===== config.mk =====
export PLATFORM = sky130hd
export DESIGN_NAME = mem_arbiter
export DESIGN_NICKNAME = d
export VERILOG_FILES = /design/src/rtl/mem_arbiter.sv
export SDC_FILE = /design/constraint.sdc
export NUM_CORES = 1
export LEC_CHECK = 0
export BUFFER_PORTS_ARGS = -buffer_cell sky130_fd_sc_hd__buf_2
export CAP_MARGIN = 20
export CORE_AREA = 5 5 105 107
export CTS_CLUSTER_SIZE = 24
export DETAILED_ROUTE_END_ITERATION = 12
export DIE_AREA = 0 0 110 112
export SYNTH_ARGS = -nofsm -noshare
export SYNTH_HDL_FRONTEND = slang
export SYNTH_SLANG_ARGS = --single-unit

===== constraint.sdc =====
create_clock -name clk -period 1.3 [get_ports clk]
set_clock_uncertainty 0.05 [all_clocks]
set_input_delay 0.065 -clock clk [delete_from_list [all_inputs] [get_ports clk]]
set_output_delay 0.065 -clock clk [all_outputs]
set_load 0.005 [all_outputs]

===== src/rtl/mem_arbiter.sv =====
// Two-requester memory port arbiter: I-fetch vs load/store, with an in-order owner queue
// that routes responses back and drops flushed I responses.
module mem_arbiter #(
  parameter int unsigned ADDR_WIDTH = 32,
  parameter int unsigned DATA_WIDTH = 32,
  parameter int unsigned PTR_WIDTH  = 2,
  parameter int unsigned STREAK_MAX = 4
) (
  input  logic                    clk,
  input  logic                    rst,
  input  logic                    i_valid,
  output logic                    i_ready,
  input  logic [ADDR_WIDTH-1:0]   i_addr,
  input  logic                    i_flush,
  output logic                    i_rvalid,
  output logic [DATA_WIDTH-1:0]   i_rdata,
  input  logic                    d_valid,
  output logic                    d_ready,
  input  logic [ADDR_WIDTH-1:0]   d_addr,
  input  logic                    d_wen,
  input  logic [DATA_WIDTH-1:0]   d_wdata,
  input  logic [DATA_WIDTH/8-1:0] d_wmask,
  output logic                    d_rvalid,
  output logic [DATA_WIDTH-1:0]   d_rdata,
  output logic                    mem_valid,
  input  logic                    mem_ready,
  output logic [ADDR_WIDTH-1:0]   mem_addr,
  output logic                    mem_wen,
  output logic [DATA_WIDTH-1:0]   mem_wdata,
  output logic [DATA_WIDTH/8-1:0] mem_wmask,
  input  logic                    mem_rvalid,
  input  logic [DATA_WIDTH-1:0]   mem_rdata
);

  localparam int unsigned Depth   = 1 << PTR_WIDTH;
  localparam int unsigned StreakW = $clog2(STREAK_MAX + 1);
  localparam logic [PTR_WIDTH-1:0] MaxCount  = PTR_WIDTH'(Depth - 1);
  localparam logic [StreakW-1:0]   StreakMax = StreakW'(STREAK_MAX);
  localparam logic OwnI = 1'b0;
  localparam logic OwnD = 1'b1;

  logic [Depth-1:0]     owner_q, owner_d, discard_q, discard_d;
  logic [PTR_WIDTH-1:0] wr_ptr_q, wr_ptr_d, rd_ptr_q, rd_ptr_d, count_q, count_d;
  logic                 locked_q, locked_d, lock_owner_q, lock_owner_d;
  logic [StreakW-1:0]   streak_q, streak_d;

  logic full, empty, grant, push, pop, head_owner, head_discard;

  always_comb begin
    full         = (count_q == MaxCount);
    empty        = (count_q == '0);
    head_owner   = owner_q[rd_ptr_q];
    head_discard = discard_q[rd_ptr_q];
    if (locked_q) begin
      grant = lock_owner_q;
    end else begin
      grant = (d_valid && (!i_valid || streak_q < StreakMax)) ? OwnD : OwnI;
    end

    mem_valid = !rst && !full && (locked_q || i_valid || d_valid);
    push      = mem_valid && mem_ready;
    pop       = !rst && mem_rvalid && !empty;
    i_ready   = !rst && mem_ready && !full && (grant == OwnI);
    d_ready   = !rst && mem_ready && !full && (grant == OwnD);

    mem_addr  = (grant == OwnD) ? d_addr : i_addr;
    mem_wen   = (grant == OwnD) && d_wen;
    mem_wdata = (grant == OwnD) ? d_wdata : '0;
    mem_wmask = (grant == OwnD) ? d_wmask : '0;

    i_rvalid = pop && (head_owner == OwnI) && !head_discard && !i_flush;
    d_rvalid = pop && (head_owner == OwnD);
    i_rdata  = mem_rdata;
    d_rdata  = mem_rdata;
  end

  always_comb begin
    owner_d   = owner_q;
    discard_d = discard_q;
    // Marking every I-owned slot is safe: stale slots get rewritten on push.
    if (i_flush) begin
      discard_d = discard_q | ~owner_q;
    end
    if (push) begin
      owner_d[wr_ptr_q]   = grant;
      discard_d[wr_ptr_q] = (grant == OwnI) && i_flush;
    end
    wr_ptr_d = wr_ptr_q + PTR_WIDTH'(push);
    rd_ptr_d = rd_ptr_q + PTR_WIDTH'(pop);
    case ({push, pop})
      2'b10:   count_d = count_q + PTR_WIDTH'(1);
      2'b01:   count_d = count_q - PTR_WIDTH'(1);
      default: count_d = count_q;
    endcase

    locked_d     = mem_valid && !mem_ready;
    lock_owner_d = grant;
    if (i_flush && (grant == OwnI)) begin
      locked_d = 1'b0;
    end

    streak_d = streak_q;
    if (push && (grant == OwnD) && i_valid) begin
      streak_d = (streak_q == StreakMax) ? streak_q : streak_q + StreakW'(1);
    end else if ((push && (grant == OwnI)) || !i_valid) begin
      streak_d = '0;
    end
  end

  always_ff @(posedge clk) begin
    if (rst) begin
      owner_q      <= '0;
      discard_q    <= '0;
      wr_ptr_q     <= '0;
      rd_ptr_q     <= '0;
      count_q      <= '0;
      locked_q     <= 1'b0;
      lock_owner_q <= OwnI;
      streak_q     <= '0;
    end else begin
      owner_q      <= owner_d;
      discard_q    <= discard_d;
      wr_ptr_q     <= wr_ptr_d;
      rd_ptr_q     <= rd_ptr_d;
      count_q      <= count_d;
      locked_q     <= locked_d;
      lock_owner_q <= lock_owner_d;
      streak_q     <= streak_d;
    end
  end

  // A response with nothing outstanding is a protocol error on the memory side.
  rvalid_when_empty: assert property (@(posedge clk) disable iff (rst) !(mem_rvalid && empty));

endmodule


==> results.md <==
- Area Growth Syn to Fin: 56.85%
- Synth Flop Type: dfxtp_1
- Post-synth cell types: 40
- Synth warnings: 0
- VDD IR-drop max: 0.3023 mV
- Violated checks: negative setup slack
- Detail Route Antenna Nets: 0
- R2R setup slack: -0.22 ns
- Max-Cap Viols: 0
- Final setup margin: -0.3743 ns
- Number of iterations in the first detailed-routing pass: 4
- Type of origin of the critical path: register
- Clock Latency Late Sink: 0.26 ns
- Top-Level Pins: about 280
- Placer Congestion: about 0.84
- Vias per cell: 4.208
- Hold Path Depth: 2
- Final-report hold violation count: 0
- Fmax: 597.3 MHz
- Worst Tran Pin Value: 0.2546 ns
- Clock share of power: 20.6%
- R2R depth: 5
- WHS: 0.01803 ns
- Setup WS pre-CTS: -0.1532 ns
- Worst flop-to-flop path endpoint: owner_q[1]
- Power after layout: 2.039 mW
- Share of cells above drive strength 1: just under 60%
- Leak pwr: 1.832 nW
- Htree depth: 1
- Syn_area_per_cell: 6.716 sq um
- DRC errors left: 0
- Initial antenna violation count: 0
- Slew Limit Fails: 0
- All-Layer GR Usage: 11.96%
- Max stage delay on crit path: 0.35 ns
- Reg power frac: 30.7%
- RSZ-0062 raised after global routing: yes
- Global-route wire length before repair: 11,970 microns
- Post-Syn Instances: roughly 310
- CTS Sinks: 19
- Power Density: 618.4 mW/mm^2
- CP Cell Sequence: a21bo_4 -> o21ai_4 -> buf_4 -> buf_12 -> nand2_1 -> nand2_1 -> buf_2
- Number of flops mapped to enable cells by yosys: 0
- Filler cell count: 1,074
- Post-Layout Cell Count: 591
- Slowest cell on the critical path: dfxtp_4
- Row count: 37
- Yosys reg bits: 19
- TNS Setup: -26.48 ns
- Synthesized Nets: 456
- Net Sw Frac: 33.22%
- Slew HR: 83.03%
- Total Wirelength: 8408 microns
- Cell family with most CP delay: buffers and inverters
- HP Class: in2reg
- Outcome: complete, but fails checks
- Worst hold endpoint: wr_ptr_q[1]
- Crit path buf inv count: 3
- Routed via count: 2,487
- Data required, critical path: approximately 1.2 ns
- Num CTS Buffers: 3
- Worst Path Max Fanout: 16
- Comb pwr share: 48.7%
- Input/output buffers: roughly 180
- CP endpoint kind: primary output
- Post-DP HPWL: 6308 microns
- Starting density of the core: 20.92%
- Full die area: 0.01232 sq mm
- Nets: around 600
- Post-synthesis sequential area ratio: between 10% and 20%
- WS Path Type: reg2out
- DR WL/cell: 14.23 microns
- Hold Startpoint: rst
- Vias in the first global route: 2,451
- WP data arrival: 1.56 ns
- Startpoint of the worst register-to-register path: locked_q
- Tmin final: 1.674 ns
- Global route total overflow: 0
- NetSw: 677.2 uW
- N_diodes: 0
- Chip width: approximately 110 microns
- Worst-path clk slew: ~0.07 ns
- Placeable Area: 0.01005 sq mm
- CTS tree: yes
- Die height: 112 microns
- CP dominant cell by count: nand2_1
- Mapped Area: 0.002102 sq mm
- Largest net degree at the start of global routing: 20
- Inst Count DP: 573
- Root Driver: clkbuf_8
- Ys async rst share: 0%
- WP depth: 7
- Initial drt markers: 75
- Final setup viols: 88
- Int Pwr: 1.361 mW
- Max clock buf depth: 2
- Fin crit share: 128.8%
[stage by stage]
stage	instance area [sq um]	util, %
finish	3297	32.82
floorplan	2122	-
global placement	2841	28.29
global route	3297	32.82
detailed placement	2841	28.29
CTS	3089	30.75
[worst max-delay path by stage]
stage / to / slack (ns) / start
3_3_place_gp: mem_addr[7] / -0.13 / streak_q[2]
6_report: mem_addr[12] / -0.37 / streak_q[2]
4_1_cts: mem_addr[9] / -0.37 / streak_q[2]
2_1_floorplan: mem_addr[22] / 0.006 / streak_q[2]
3_5_place_dp: mem_addr[7] / -0.15 / streak_q[2]
5_1_grt: mem_wdata[7] / -0.44 / streak_q[2]
[power by group through the flow]
stage                     clock, mW  sequential, mW  combinational [mW]
after floorplan                   0           0.635               0.507
after global placement            0           0.639               0.779
after detailed placement          0           0.640               0.790
after CTS                     0.435           0.627               0.896
after global routing          0.463           0.629                1.09
final                         0.421           0.626               0.992
[Yosys cell counts, drive strengths merged (2+ instances only)]
| cell | number | share of area (%) |
|---|---|---|
| dfxtp | 19 | 18 |
| nor3 | 2 | 0.48 |
| nand4 | 4 | 1.2 |
| a21oi | 5 | 1.4 |
| nor2 | 11 | 2.0 |
| inv | 6 | 1.1 |
| xnor2 | 3 | 1.3 |
| nor4 | 2 | 0.60 |
| ha | 3 | 1.8 |
| buf | 70 | 25 |
| o21ai | 6 | 1.4 |
| nand2 | 101 | 18 |
| mux2i | 3 | 1.4 |
| nor2b | 8 | 2.4 |
| clkbuf | 8 | 1.4 |
| a31oi | 2 | 0.60 |
| a21bo | 2 | 0.95 |
| and2 | 37 | 11 |
| o211ai | 4 | 1.4 |
| mux4 | 2 | 2.1 |
[state kept, by name (all words and copies together), names as in the netlist]
| name | count |
|---|---|
| locked_q | 1 |
| streak_q | 3 |
| wr_ptr_q | 2 |
| owner_q | 4 |
| rd_ptr_q | 2 |
| lock_owner_q | 1 |
| count_q | 2 |
| discard_q | 4 |
[logic make-up after synthesis]
logic type | after synthesis | synth area share, %
AO/OA/AOI/OAI | 27 | 9.822
XOR/XNOR | 3 | 1.250
adder cells (fa/ha/maj) | 3 | 1.786
buffers and inverters | 84 | 27.08
flip-flops | 19 | 18.10
multiplexers | 6 | 4.107
AND/OR/NAND/NOR | 171 | 37.86
[layout make-up]
type	count	area, sq um	share of cell area (%)
Inverter	6	22.52	0.6831
Tap cell	136	170.2	5.161
Sequential cell	19	396.6	12.03
Clock buffer	3	41.29	1.252
Multi-Input combinational cell	210	1308	39.66
Clock inverter	1	5.005	0.1518
Timing Repair Buffer	216	1354	41.06
[routing by layer]
metal	GRT usage (%)	vias to the layer above	routed length, microns
met5	0	-	0
li1	-	1225	-
met2	21.36	144	4256
met1	13.86	1104	3169
met3	2.957	14	798
met4	3.408	0	183
[cell usage in the layout, fill, tap and decap left out, types with 2 or more instances in the layout]
cell type	n
buf_2	173
nand2_1	86
and2_1	32
buf_4	23
dfxtp_1	14
nand2_2	13
buf_6	12
nor2_1	9
nor2b_1	8
inv_1	6
and2_4	5
o211ai_1	4
o21ai_0	4
nand4_1	4
dfxtp_4	4
mux2i_1	3
ha_1	3
clkbuf_8	3
buf_12	3
nand2_4	2
mux4_2	2
nor4_1	2
a21oi_2	2
a21oi_1	2
xnor2_2	2
a31oi_1	2
buf_16	2
clkbuf_16	2
[worst reg2reg max path: stages (launching register included)]
cell and delay, ns:
dfxtp_4 0.37, buf_6 0.13, or3_4 0.40, nand4_1 0.21
mux2i_1 0.21, nor2_1 0.05
[timing repair]
action,4_1_cts,5_1_grt
pin swaps,8,15
setup endpoints to repair,89,91
gates cloned,2,2
hold buffers,0,0
setup buffers,7,4
resized for setup,25,39
endpoints found under the hold margin,0,0
Power figures use the tool's default switching activity.
